$ cat src/rtl/response_collector_if.sv
`default_nettype none
//==============================================================================
// Interface : response_collector_if
// Descriptor, per-port response and reduced-result channels of the collector.
// Rev 1.0
//==============================================================================
interface response_collector_if #(
    parameter int NUM_PORTS  = 4,
    parameter int DATA_WIDTH = 32,
    parameter int TAG_WIDTH  = 8
);
    localparam int PORT_W = (NUM_PORTS > 1) ? $clog2(NUM_PORTS) : 1;

    logic                  pending_valid;
    logic [NUM_PORTS-1:0]  pending_mask;
    logic [TAG_WIDTH-1:0]  pending_tag;
    logic [PORT_W-1:0]     pending_src_port;
    logic                  pending_ready;

    logic [NUM_PORTS-1:0]  port_resp_valid;
    logic [DATA_WIDTH-1:0] port_resp_data [NUM_PORTS];
    logic [NUM_PORTS-1:0]  port_resp_ready;

    logic                  result_valid;
    logic [DATA_WIDTH-1:0] result_data;
    logic [TAG_WIDTH-1:0]  result_tag;
    logic [PORT_W-1:0]     result_dst_port;
    logic                  result_error;
    logic                  result_ready;

    logic                  busy;

    modport master (
        output pending_valid, pending_mask, pending_tag, pending_src_port,
        input  pending_ready,
        output port_resp_valid, port_resp_data,
        input  port_resp_ready,
        input  result_valid, result_data, result_tag, result_dst_port, result_error,
        output result_ready,
        input  busy
    );

    modport slave (
        input  pending_valid, pending_mask, pending_tag, pending_src_port,
        output pending_ready,
        input  port_resp_valid, port_resp_data,
        output port_resp_ready,
        output result_valid, result_data, result_tag, result_dst_port, result_error,
        input  result_ready,
        output busy
    );
endinterface
`default_nettype wire

$ cat src/rtl/response_collector.sv
`default_nettype none
//==============================================================================
// Module : response_collector
// Collects one read response per masked port and returns their wrapped sum.
// Optional feature macro: RC_TIMEOUT_EN (collection timeout, error-flagged).
// Rev 1.0
//==============================================================================
module response_collector #(
    parameter int NUM_PORTS      = 4,
    parameter int DATA_WIDTH     = 32,
    parameter int TAG_WIDTH      = 8,
    parameter int TIMEOUT_CYCLES = 1024
) (
    input  wire                    clk,
    input  wire                    rst_n,
    response_collector_if.slave    bus
);
    localparam int PORT_W = (NUM_PORTS > 1) ? $clog2(NUM_PORTS) : 1;

    typedef enum logic [1:0] {
        RC_IDLE    = 2'd0,
        RC_COLLECT = 2'd1,
        RC_RESULT  = 2'd2
    } state_t;

    state_t                state_q, state_d;
    logic [DATA_WIDTH-1:0] acc_q, acc_d;
    logic [NUM_PORTS-1:0]  outstanding_q, outstanding_d;
    logic [TAG_WIDTH-1:0]  tag_q, tag_d;
    logic [PORT_W-1:0]     dst_q, dst_d;
    logic                  err_q, err_d;

    logic [NUM_PORTS-1:0]  w_accept;
    logic [DATA_WIDTH-1:0] w_sum;
    logic                  w_timeout;

`ifdef RC_TIMEOUT_EN
    localparam int CNT_W = (TIMEOUT_CYCLES > 1) ? $clog2(TIMEOUT_CYCLES) : 1;
    localparam logic [CNT_W-1:0] CNT_LAST = CNT_W'(TIMEOUT_CYCLES - 1);

    logic [CNT_W-1:0] cnt_q, cnt_d;

    // Counter is zero on the first collect cycle because it idles at zero elsewhere.
    always_comb begin
        cnt_d = '0;
        if (state_q == RC_COLLECT) cnt_d = cnt_q + 1'b1;
    end

    always_ff @(posedge clk or negedge rst_n) begin
        if (!rst_n) cnt_q <= '0;
        else        cnt_q <= cnt_d;
    end

    assign w_timeout = (cnt_q == CNT_LAST);
`else
    logic w_unused_timeout;
    assign w_unused_timeout = |TIMEOUT_CYCLES;
    assign w_timeout        = 1'b0;
`endif

    assign w_accept = (state_q == RC_COLLECT) ? (bus.port_resp_valid & outstanding_q) : '0;

    // Sum is kept at DATA_WIDTH so overflow wraps naturally.
    always_comb begin
        w_sum = '0;
        for (int i = 0; i < NUM_PORTS; i++) begin
            if (w_accept[i]) w_sum = w_sum + bus.port_resp_data[i];
        end
    end

    always_comb begin
        state_d             = state_q;
        acc_d               = acc_q;
        outstanding_d       = outstanding_q;
        tag_d               = tag_q;
        dst_d               = dst_q;
        err_d               = err_q;
        bus.pending_ready   = 1'b0;
        bus.port_resp_ready = '0;
        bus.result_valid    = 1'b0;
        case (state_q)
            RC_IDLE: begin
                bus.pending_ready = 1'b1;
                if (bus.pending_valid) begin
                    tag_d         = bus.pending_tag;
                    dst_d         = bus.pending_src_port;
                    outstanding_d = bus.pending_mask;
                    acc_d         = '0;
                    err_d         = 1'b0;
                    state_d       = (bus.pending_mask == '0) ? RC_RESULT : RC_COLLECT;
                end
            end
            RC_COLLECT: begin
                bus.port_resp_ready = outstanding_q;
                acc_d         = acc_q + w_sum;
                outstanding_d = outstanding_q & ~w_accept;
                if (outstanding_d == '0) begin
                    state_d = RC_RESULT;
                end else if (w_timeout) begin
                    state_d = RC_RESULT;
                    err_d   = 1'b1;
                end
            end
            RC_RESULT: begin
                bus.result_valid = 1'b1;
                if (bus.result_ready) state_d = RC_IDLE;
            end
            default: state_d = RC_IDLE;
        endcase
    end

    always_ff @(posedge clk or negedge rst_n) begin
        if (!rst_n) begin
            state_q       <= RC_IDLE;
            acc_q         <= '0;
            outstanding_q <= '0;
            tag_q         <= '0;
            dst_q         <= '0;
            err_q         <= 1'b0;
        end else begin
            state_q       <= state_d;
            acc_q         <= acc_d;
            outstanding_q <= outstanding_d;
            tag_q         <= tag_d;
            dst_q         <= dst_d;
            err_q         <= err_d;
        end
    end

    assign bus.result_data     = acc_q;
    assign bus.result_tag      = tag_q;
    assign bus.result_dst_port = dst_q;
`ifdef RC_TIMEOUT_EN
    assign bus.result_error    = err_q;
`else
    assign bus.result_error    = 1'b0;
`endif
    assign bus.busy            = (state_q != RC_IDLE);
endmodule
`default_nettype wire

$ cat src/flat_wrapper.sv
// flat-port wrapper written by rule: the top's interface ports become plain ports
module response_collector_flat 
#(
    parameter int NUM_PORTS      = 4,
    parameter int DATA_WIDTH     = 32,
    parameter int TAG_WIDTH      = 8,
    parameter int TIMEOUT_CYCLES = 1024
)
  (clk, rst_n, bus_pending_valid, bus_pending_mask, bus_pending_tag, bus_pending_src_port, bus_pending_ready, bus_port_resp_valid, bus_port_resp_data, bus_port_resp_ready, bus_result_valid, bus_result_data, bus_result_tag, bus_result_dst_port, bus_result_error, bus_result_ready, bus_busy);
  response_collector_if #(.NUM_PORTS(NUM_PORTS), .DATA_WIDTH(DATA_WIDTH), .TAG_WIDTH(TAG_WIDTH)) bus_i ();
  input  wire clk;
  input  wire rst_n;
  input wire logic [$bits(bus_i.pending_valid)-1:0] bus_pending_valid;
  input wire logic [$bits(bus_i.pending_mask)-1:0] bus_pending_mask;
  input wire logic [$bits(bus_i.pending_tag)-1:0] bus_pending_tag;
  input wire logic [$bits(bus_i.pending_src_port)-1:0] bus_pending_src_port;
  output wire logic [$bits(bus_i.pending_ready)-1:0] bus_pending_ready;
  input wire logic [$bits(bus_i.port_resp_valid)-1:0] bus_port_resp_valid;
  input wire logic [$bits(bus_i.port_resp_data)-1:0] bus_port_resp_data;
  output wire logic [$bits(bus_i.port_resp_ready)-1:0] bus_port_resp_ready;
  output wire logic [$bits(bus_i.result_valid)-1:0] bus_result_valid;
  output wire logic [$bits(bus_i.result_data)-1:0] bus_result_data;
  output wire logic [$bits(bus_i.result_tag)-1:0] bus_result_tag;
  output wire logic [$bits(bus_i.result_dst_port)-1:0] bus_result_dst_port;
  output wire logic [$bits(bus_i.result_error)-1:0] bus_result_error;
  input wire logic [$bits(bus_i.result_ready)-1:0] bus_result_ready;
  output wire logic [$bits(bus_i.busy)-1:0] bus_busy;
  assign bus_i.pending_valid = bus_pending_valid;
  assign bus_i.pending_mask = bus_pending_mask;
  assign bus_i.pending_tag = bus_pending_tag;
  assign bus_i.pending_src_port = bus_pending_src_port;
  assign bus_pending_ready = bus_i.pending_ready;
  assign bus_i.port_resp_valid = bus_port_resp_valid;
  assign bus_i.port_resp_data = {>>{bus_port_resp_data}};
  assign bus_port_resp_ready = bus_i.port_resp_ready;
  assign bus_result_valid = bus_i.result_valid;
  assign bus_result_data = bus_i.result_data;
  assign bus_result_tag = bus_i.result_tag;
  assign bus_result_dst_port = bus_i.result_dst_port;
  assign bus_result_error = bus_i.result_error;
  assign bus_i.result_ready = bus_result_ready;
  assign bus_busy = bus_i.busy;
  response_collector #(.NUM_PORTS(NUM_PORTS), .DATA_WIDTH(DATA_WIDTH), .TAG_WIDTH(TAG_WIDTH), .TIMEOUT_CYCLES(TIMEOUT_CYCLES)) u_core (.clk(clk), .rst_n(rst_n), .bus(bus_i));
endmodule
$ cat config.mk
export PLATFORM = sky130hd
export DESIGN_NAME = response_collector_flat
export DESIGN_NICKNAME = d
export VERILOG_FILES = /design/src/rtl/response_collector_if.sv /design/src/rtl/response_collector.sv /design/src/flat_wrapper.sv
export SDC_FILE = /design/constraint.sdc
export NUM_CORES = 1
export LEC_CHECK = 0
export CORE_MARGIN = 3
export CORE_UTILIZATION = 45
export CTS_BUF_LIST = sky130_fd_sc_hd__clkbuf_2 sky130_fd_sc_hd__clkbuf_4 sky130_fd_sc_hd__clkbuf_8
export CTS_CLUSTER_SIZE = 20
export DETAILED_ROUTE_END_ITERATION = 10
export DONT_BUFFER_PORTS = 1
export HOLD_SLACK_MARGIN = 0.06
export PLACE_DENSITY = 0.68
export SYNTH_ARGS = -nofsm -noshare
export SYNTH_HDL_FRONTEND = slang
export SYNTH_SLANG_ARGS = --single-unit
export TNS_END_PERCENT = 10
$ cat constraint.sdc
create_clock -name clk -period 12.1 [get_ports clk]
set_input_delay 1.21 -clock clk [delete_from_list [all_inputs] [get_ports clk]]
set_output_delay 1.21 -clock clk [all_outputs]
set_load 0.02 [all_outputs]
# Word level (Yosys, flattened, before mapping)
# Cells that the tools add are included.
# op_classes
add_sub_neg	4
eq_ne	5
mux	17
n_bitwise	3
reduce_logical	8
# ops
op	count
32-bit two-way mux	5
32-bit adder	4
32-bit case mux with 2 select lines	1
4-bit two-way mux	3
4-bit bitwise AND	2
4-bit logical NOT	2
2-bit two-way mux	4
4-bit case mux with 2 select lines	1
2-bit != test, second input constant	3
2-bit case mux with 3 select lines	1
4-bit NOT	1
2-bit AND reduction	2
2-bit nonzero test	2
3-bit AND reduction	1
2-bit by 1-bit == test with 1-bit output, second input constant	1
2-bit == test, second input constant	1
2-bit logical NOT	1
1-bit two-way mux	2
# word_totals
ff_bits	48
in_bits	150
output_inout_bits	50
elab_cells	42

# Logic depth before layout (Yosys ltp)
# Gate-level depths: netlist (run 1).
# logic_depth
word_depth	11
ltp_mapped	52

# Worst setup path before layout (run 1)
# No wires, ideal clock.
# synth_path
kind	input port to flip-flop
start	input bus_port_resp_valid[0]
end	register u_core.acc_q[31], in the netlist u_core.bus.result_data[31]
arrival_time_ps	9618
required_time_ps	11979
slack_ps	2361
stages	47
path_cell_list	and4b_1 -> buf_6 -> buf_2 -> clkbuf_1 -> nand2_1 -> inv_1 -> ha_1 -> fa_1 -> maj3_1 -> a32o_1 -> maj3_2 -> a31oi_4 -> a21oi_2 -> a31oi_1 -> xor2_1 -> o21ai_1 -> ha_1 -> and3_1 -> [... 11 more ...] -> o21ai_0 -> nand2b_1 -> a2bb2oi_1 -> o31a_1 -> nand2b_1 -> a21oi_1 -> xnor2_1 -> mux2_4 -> ha_1 -> nor2b_1 -> or3_1 -> o21ai_1 -> a31oi_1 -> xnor2_1 -> xnor2_1 -> xnor2_1 -> xnor2_1 -> a22o_1
# synth_via
elab_chain_len	11
# synth_lines
element	line_no	text
from (decl)	flat_wrapper.sv:18	input wire logic [$bits(bus_i.port_resp_valid)-1:0] bus_port_resp_valid;
4-bit bitwise AND (*)	response_collector.sv:61	assign w_accept = (state_q == RC_COLLECT) ? (bus.port_resp_valid & outstanding_q) : '0;
4-bit two-way mux (*)	response_collector.sv:61	
32-bit two-way mux (*)	response_collector.sv:67	if (w_accept[i]) w_sum = w_sum + bus.port_resp_data[i];
32-bit adder	response_collector.sv:67	
32-bit two-way mux (*)	response_collector.sv:67	
32-bit adder	response_collector.sv:67	
32-bit two-way mux (*)	response_collector.sv:67	
32-bit adder	response_collector.sv:67	
32-bit two-way mux (*)	response_collector.sv:67	
32-bit adder (*)	response_collector.sv:95	acc_d = acc_q + w_sum;
32-bit case mux with 2 select lines (*)	response_collector.sv:81	case (state_q)
to (signal assigned)	response_collector.sv:115	acc_q <= '0;
to (signal assigned)	response_collector.sv:122	acc_q <= acc_d;
to (decl)	response_collector.sv:27	logic [DATA_WIDTH-1:0] acc_q, acc_d;
# Mark *: on every way between the ends. The rest lies on a longest branch, timed or not.
# A chain may end at the register's enable or synchronous reset.

# Worst setup path in the final report (run 1)
# Same ends and word-level chain as after synthesis.

==> metrics, run 1 <==
synthesized area per cell roughly 7.4 um^2; CTS Sinks 48; relative slew slack ~29%; Resize count post-CTS 0; via count 9214; Seq/Total Area, Yosys ~13%; Worst Path Arrival approximately 10 ns; Longest Clk Path Bufs 2; CP Max Fanout between 40 and 50; DP Wirelength ~23000 um; I/O pin cnt 200; largest net degree at the start of global routing just under 50; CP most frequent cell xnor2_1; Num CTS Buffers 5; number of synthesized register bits 48; Die Y 152 um; Root Driver clkbuf_8; post-CTS setup buffers 0; vias in the first global route around 8400; CP max stage delay between 0.4 and 0.5 ns; Layout fillers about 2100; Via density about 6; Clk Latency, worst-skew pair approximately 0.33 ns; Peak supply drop about 90 uV; CTS tree done; footprint of the multi-input gates ~8000 um^2; reg2reg path depth 41; CP Buf/Inv Count 2; I/O Buffers 0; number of flops mapped to enable cells by yosys 0; pwr/cell area around 150 nW/um^2; share of cells above drive strength 1 under 10%; Slew @ Worst Pin between 1 and 1.5 ns; syn nets ~1600; CP max-delay cell fa_1; top_reg_cell synth dfrtp_1; Antenna Cells 0; Layout area overhead 3.60%; RSZ-0062 raised after global routing false; DRT Pass-1 Iters 5; Leak a little under 5 nW; Slew Viols, Final 0; first-pass GRT wire length 42600 um; GRT Total Usage 22.8%; period utilization between 80% and 90%; Finished Core Util between 40% and 50%; Die Span X about 150 um; post-route ant nets 0; YS warnings 0; Routability Congestion 0.956; Post-Synthesis Cells ~1300; TNS Setup 0 ns; Hold Crit Class in2async; Initial Utilization 46.5%; Max Cap Viol 0; Final min period ~10 ns; cell area after synthesis 9560 um^2; final setup vio count 0; Routed WL per cell ~18 um; gr ovfl total 0; final hold vios 0; Worst EP required around 12 ns; top post-synthesis cells by area ha_1, dfrtp_1, a21oi_1, a21o_1, xnor2_1; final WL about 27000 um; startpoint class of the critical path input pin; area leader, netlist ha_1; Post-route DRC 0; number of unique standard cell types used by synthesis a little under 90; CTS clk-pin slew, worst paths 0.12 ns; Die Footprint approximately 23000 um^2; critical path depth in cells 41; fmax 97.6 MHz; Post-synth ARST share 100%; Post-layout nets around 1500; clock skew between 0.015 and 0.02 ns; core box area ~21000 um^2; Worst setup EP type register; Setup CP Type in2reg; flop-to-flop setup slack approximately 2.1 ns; CTS H-tree depth 2; crit-path leading delay family compound AO/OA/AOI/OAI gates; Synth top area share between 15 and 20%; CTS Hold Bufs 0; status finished, final reports clean; initial antenna violation count 1; Register Area between 1000 and 1500 um^2; row count 52; DR iter-0 viols between 500 and 600
-- layer usage --
metal / vias to the layer above / global-route usage [%] / part of all wire [%]
li1: 4659 / - / -
met1: 4253 / 32.1 / 46
met2: 265 / 35.2 / 42
met3: 35 / 5.98 / 9.2
met4: 2 / 4.54 / 1.9
met5: - / 0 / 0.040
-- cells by family after synthesis --
family | share of synthesized area [%]
other | 0.0392
multiplexers | 3.60
flip-flops | 12.6
adder cells (fa/ha/maj) | 17.5
AO/OA/AOI/OAI | 32.0
AND/OR/NAND/NOR | 19.4
XOR/XNOR | 10.6
buffers and inverters | 4.25
-- cell usage after synthesis (6+ instances only) --
master / n
nor3_1: 15
nor2_1: 102
o21bai_1: 8
nand3_1: 26
nand2b_1: 17
o21ai_0: 78
xnor2_1: 62
nand4_1: 10
a211oi_1: 14
o21ai_1: 34
mux2_2: 26
a21o_1: 75
o31ai_1: 8
ha_1: 124
o21a_1: 24
a21oi_1: 127
a22o_1: 6
clkbuf_1: 36
and3_1: 11
nor2b_1: 23
and2_1: 23
xor2_1: 54
o22ai_1: 8
inv_1: 55
dfrtp_1: 48
nand2_1: 142
a31oi_1: 19
o211ai_1: 8
-- final timing paths --
kind                                         start                          to
setup / recovery            bus_port_resp_valid[0]  u_core.bus.result_data[31]
hold / removal                               rst_n           u_core.state_q[0]
setup reg to reg                 u_core.state_q[1]  u_core.bus.result_data[31]
hold reg to reg            u_core.outstanding_q[3]     u_core.outstanding_q[3]
max in group asynchronous                    rst_n  u_core.bus.result_data[31]
min in group clk           u_core.outstanding_q[3]     u_core.outstanding_q[3]
-- state kept, by name (all words and copies together), names as in the netlist --
name and cells:
u_core.bus.result_dst_port 2, u_core.outstanding_q 4, u_core.bus.result_tag 8, u_core.bus.result_data 32, u_core.state_q 2
-- per-stage QoR --
step                setup WS [ns]  power, W  hold slack (ns)  area (um^2)  std cells
floorplan                    2.36   0.00112            0.503         9560       1297
global placement             1.86   0.00131            0.546         9770       1527
detailed placement           1.68   0.00132            0.569         9770       1527
CTS                          1.99   0.00148            0.553         9910       1535
global route                 1.22   0.00162            0.545         9910       1535
finish                       1.85   0.00148            0.557         9910       1535
-- placed cells by master, fill, tap and decap left out, types with 6 or more instances in the layout --
master and count:
nand2_1 142, a21oi_1 127, ha_1 124, nor2_1 102
o21ai_0 78, a21o_1 75, xnor2_1 62, inv_1 55
xor2_1 54, dfrtp_1 48, o21ai_1 34, nand3_1 26
mux2_2 26, o21a_1 24, nor2b_1 23, and2_1 23
a31oi_1 19, nand2b_1 17, a211oi_1 14, nor3_1 12
and3_1 11, nand4_1 10, o22ai_1 8, o21bai_1 8
o31ai_1 8, o211ai_1 8, buf_4 7, a22o_1 6
-- report_power, final --
group | switching [W] | internal (W) | leakage [nW]
Sequential | 0.000133 | 0.000221 | 0.628
Clock | 0.0000648 | 0.0000833 | 0.0687
Combinational | 0.000571 | 0.000403 | 4.18
-- cell type report --
cell class              instances  share of cell area (%)
well taps                     270                    3.41
clock inverters                 3                   0.695
inverters                      55                    2.08
flip-flops and latches         48                    12.1
multi-input cells            1147                    80.5
clock buffers                   5                   0.695
repair buffers                  7                   0.530
Power figures use the tool's default switching activity.
==> inputs of run 2 (changes only) <==
--- a/config.mk
+++ b/config.mk
@@ -12,7 +12,7 @@
 export DETAILED_ROUTE_END_ITERATION = 10
 export DONT_BUFFER_PORTS = 1
 export HOLD_SLACK_MARGIN = 0.06
-export PLACE_DENSITY = 0.68
+export PLACE_DENSITY = 0.7
 export SYNTH_ARGS = -nofsm -noshare
 export SYNTH_HDL_FRONTEND = slang
 export SYNTH_SLANG_ARGS = --single-unit
==> constraint.sdc (replaced) <==
create_clock -name clk -period 8.8 [get_ports clk]
set_input_delay 0.88 -clock clk [delete_from_list [all_inputs] [get_ports clk]]
set_output_delay 0.88 -clock clk [all_outputs]
set_load 0.02 [all_outputs]
==> metrics, run 2 (synthesized netlist as in run 1, its figures left out) <==
Layout area overhead 18.7%; part of the power in combinational logic 71.1% (+5.1 points); final WL 28800 um (+4.8%); Leak 5.62 nW (+15%); Num CTS Buffers 5 (unchanged); switch share 50.0% (-2.1 points); Int Pwr 0.00113 W (+59%); CP max stage delay 0.40 ns (-0.06 ns); Worst Path Arrival 8.91 ns (-1.55 ns); Longest Clk Path Bufs 2 (unchanged); Clk Latency, worst-skew pair 0.33 ns (about the same); DRT Pass-1 Iters 5 (unchanged); Design Area, Final 11400 um^2 (+15%); sequential power share 21.3% (-2.7 points); CP most frequent cell xnor2_1; Layout fillers 2037 (-2.7%); CP Buf/Inv Count 5 (+3); Max Cap Viol 0 (unchanged); Via density 5.78 (-3.7%); core box area 20600 um^2 (unchanged); final setup vio count 0 (unchanged); Root Driver clkbuf_8; CTS tree done; initial antenna violation count 1 (unchanged); final hold vios 0 (unchanged); Post-DP Area 11000 um^2 (+12%); CTS Sinks 48 (unchanged); Antenna Cells 0 (unchanged); CTS H-tree depth 2 (unchanged); Final min period approximately 8.7 ns; Die Span X 152 um (unchanged); Register Area 1200 um^2 (unchanged); GRT Total Usage 24.1% (+1.3 points); commonest non-fill, non-tap cell in the layout buf_4; Die Footprint 23000 um^2 (unchanged); commonest non-fill, non-tap cells in the layout buf_4, nand2_1, ha_1; Routability Congestion 0.951 (-0.59%); Post-layout nets 1689 (+9.5%); largest net degree at the start of global routing 49 (unchanged); share of cells above drive strength 1 19.9% (+14 points); footprint of the multi-input gates 8340 um^2 (+4.6%); Initial Utilization 46.5% (unchanged); vias in the first global route 9553 (+13%); DP Wirelength 24000 um (+6.2%); switching power 0.00113 W (+46%); gr ovfl total 0 (unchanged); DR top layer met5; I/O pin cnt 200 (unchanged); pwr/cell area 198 nW/um^2 (+33%); met1 WL 11600 um (-9.3%); Largest register FFs 32 (unchanged); flop-to-flop setup slack 0.16 ns (-1.95 ns); Routed WL per cell 17.1 um (-4.4%); Peak supply drop 244 uV (+170%); I/O Buffers 0 (unchanged); clock skew 0.0185 ns (+0.000201 ns); first-pass GRT wire length 45200 um (+6.2%); Setup CP Type in2reg; power share of the clock group 7.6% (-2.4 points); RSZ-0062 raised after global routing true; DR iter-0 viols 405 (-28%); CTS clk-pin slew, worst paths 0.11 ns (about the same); startpoint class of the critical path input pin; relative slew slack 45.9% (+17 points); CP Max Fanout 4 (-91%); Hold Crit Class in2async; Post-route DRC 0 (unchanged); period utilization 98.8%; row count 52 (unchanged); post-route ant nets 0 (unchanged); Slew @ Worst Pin 0.809 ns (-0.249 ns); DR WL met3 2250 um (-11%); Met2 Routed Length 14300 um (+22%); Die Y 152 um (unchanged); Finished Core Util 55.2% (+7.0 points); crit-path leading delay family compound AO/OA/AOI/OAI gates; Slew Viols, Final 0 (unchanged); Worst setup EP type register; Worst EP required 9.02 ns (-3.29 ns); Worst Hold Slack 0.226 ns (-0.331 ns); status finished, final reports clean; fmax between 100 and 150 MHz; CP max-delay cell fa_2; via count 9723 (+5.5%)
-- run 2: cell count changes in the layout (fill, tap and decap cells not counted), sizes merged --
cell and delta:
buf +147, bufinv -1, clkinvlp +1
-- run 2: per-layer routing --
layer | track usage [%] | vias up
met5 | 0 | -
met4 | 5.84 | 2
met3 | 6.66 | 41
met2 | 44.9 | 246
met1 | 26.9 | 4493
li1 | - | 4941
-- run 2: power groups by stage --
stage	sequential (W)	clock [W]	combinational, W
after global routing	0.000493	0.000185	0.00178
after floorplan	0.000454	0	0.00113
after CTS	0.000484	0.000176	0.00155
after detailed placement	0.000487	0	0.00154
final	0.000479	0.000171	0.00160
after global placement	0.000486	0	0.00151
-- run 2: cell type report --
cell class / instances / area share, %
clock buffer: 5 / 0.606
sequential: 48 / 10.6
clock inverter: 3 / 0.408
multi-input combinational: 1147 / 73.4
inverter: 55 / 1.82
tap: 270 / 2.97
timing repair buffer: 154 / 10.2
-- run 2: worst register-to-register path: cells and delay by family, from the launching register on --
kind | cells | cell delay, ns
AND/OR/NAND/NOR | 9 | 1.23
XOR/XNOR | 6 | 1.00
multiplexers | 1 | 0.25
buffers and inverters | 5 | 0.58
flip-flops | 1 | 0.46
AO/OA/AOI/OAI | 18 | 2.84
adder cells (fa/ha/maj) | 7 | 2.18
-- run 2: repair_timing --
item | CTS | global route
hold buffers | 0 | 0
gates resized for setup | 0 | 41
setup endpoints to repair | 0 | 6
buffers inserted | 0 | 12
-- run 2: stage by stage --
stage | std cells | total power [W] | setup TNS (ns) | setup slack (ns)
after floorplan | 1297 | 0.00158 | 0 | 0.000471
after global placement | 1662 | 0.00200 | 0 | 0.0188
after detailed placement | 1662 | 0.00203 | -0.294 | -0.222
after CTS | 1670 | 0.00221 | 0 | 0.112
after global routing | 1682 | 0.00246 | -0.660 | -0.337
final | 1682 | 0.00225 | 0 | 0.107
-- run 2: path summary, 6_finish.rpt --
| check | start | endpoint | depth (start not counted) |
|---|---|---|---|
| max in group asynchronous | rst_n | u_core.bus.result_data[20] | 0 |
| worst max register to register | u_core.outstanding_q[0] | u_core.bus.result_data[31] | 46 |
| min in group clk | u_core.outstanding_q[3] | u_core.outstanding_q[3] | 2 |
| worst min register to register | u_core.outstanding_q[3] | u_core.outstanding_q[3] | 2 |
| worst max-delay path | bus_port_resp_valid[0] | u_core.bus.result_data[31] | 46 |
| worst min-delay path | rst_n | u_core.bus.result_data[1] | 0 |
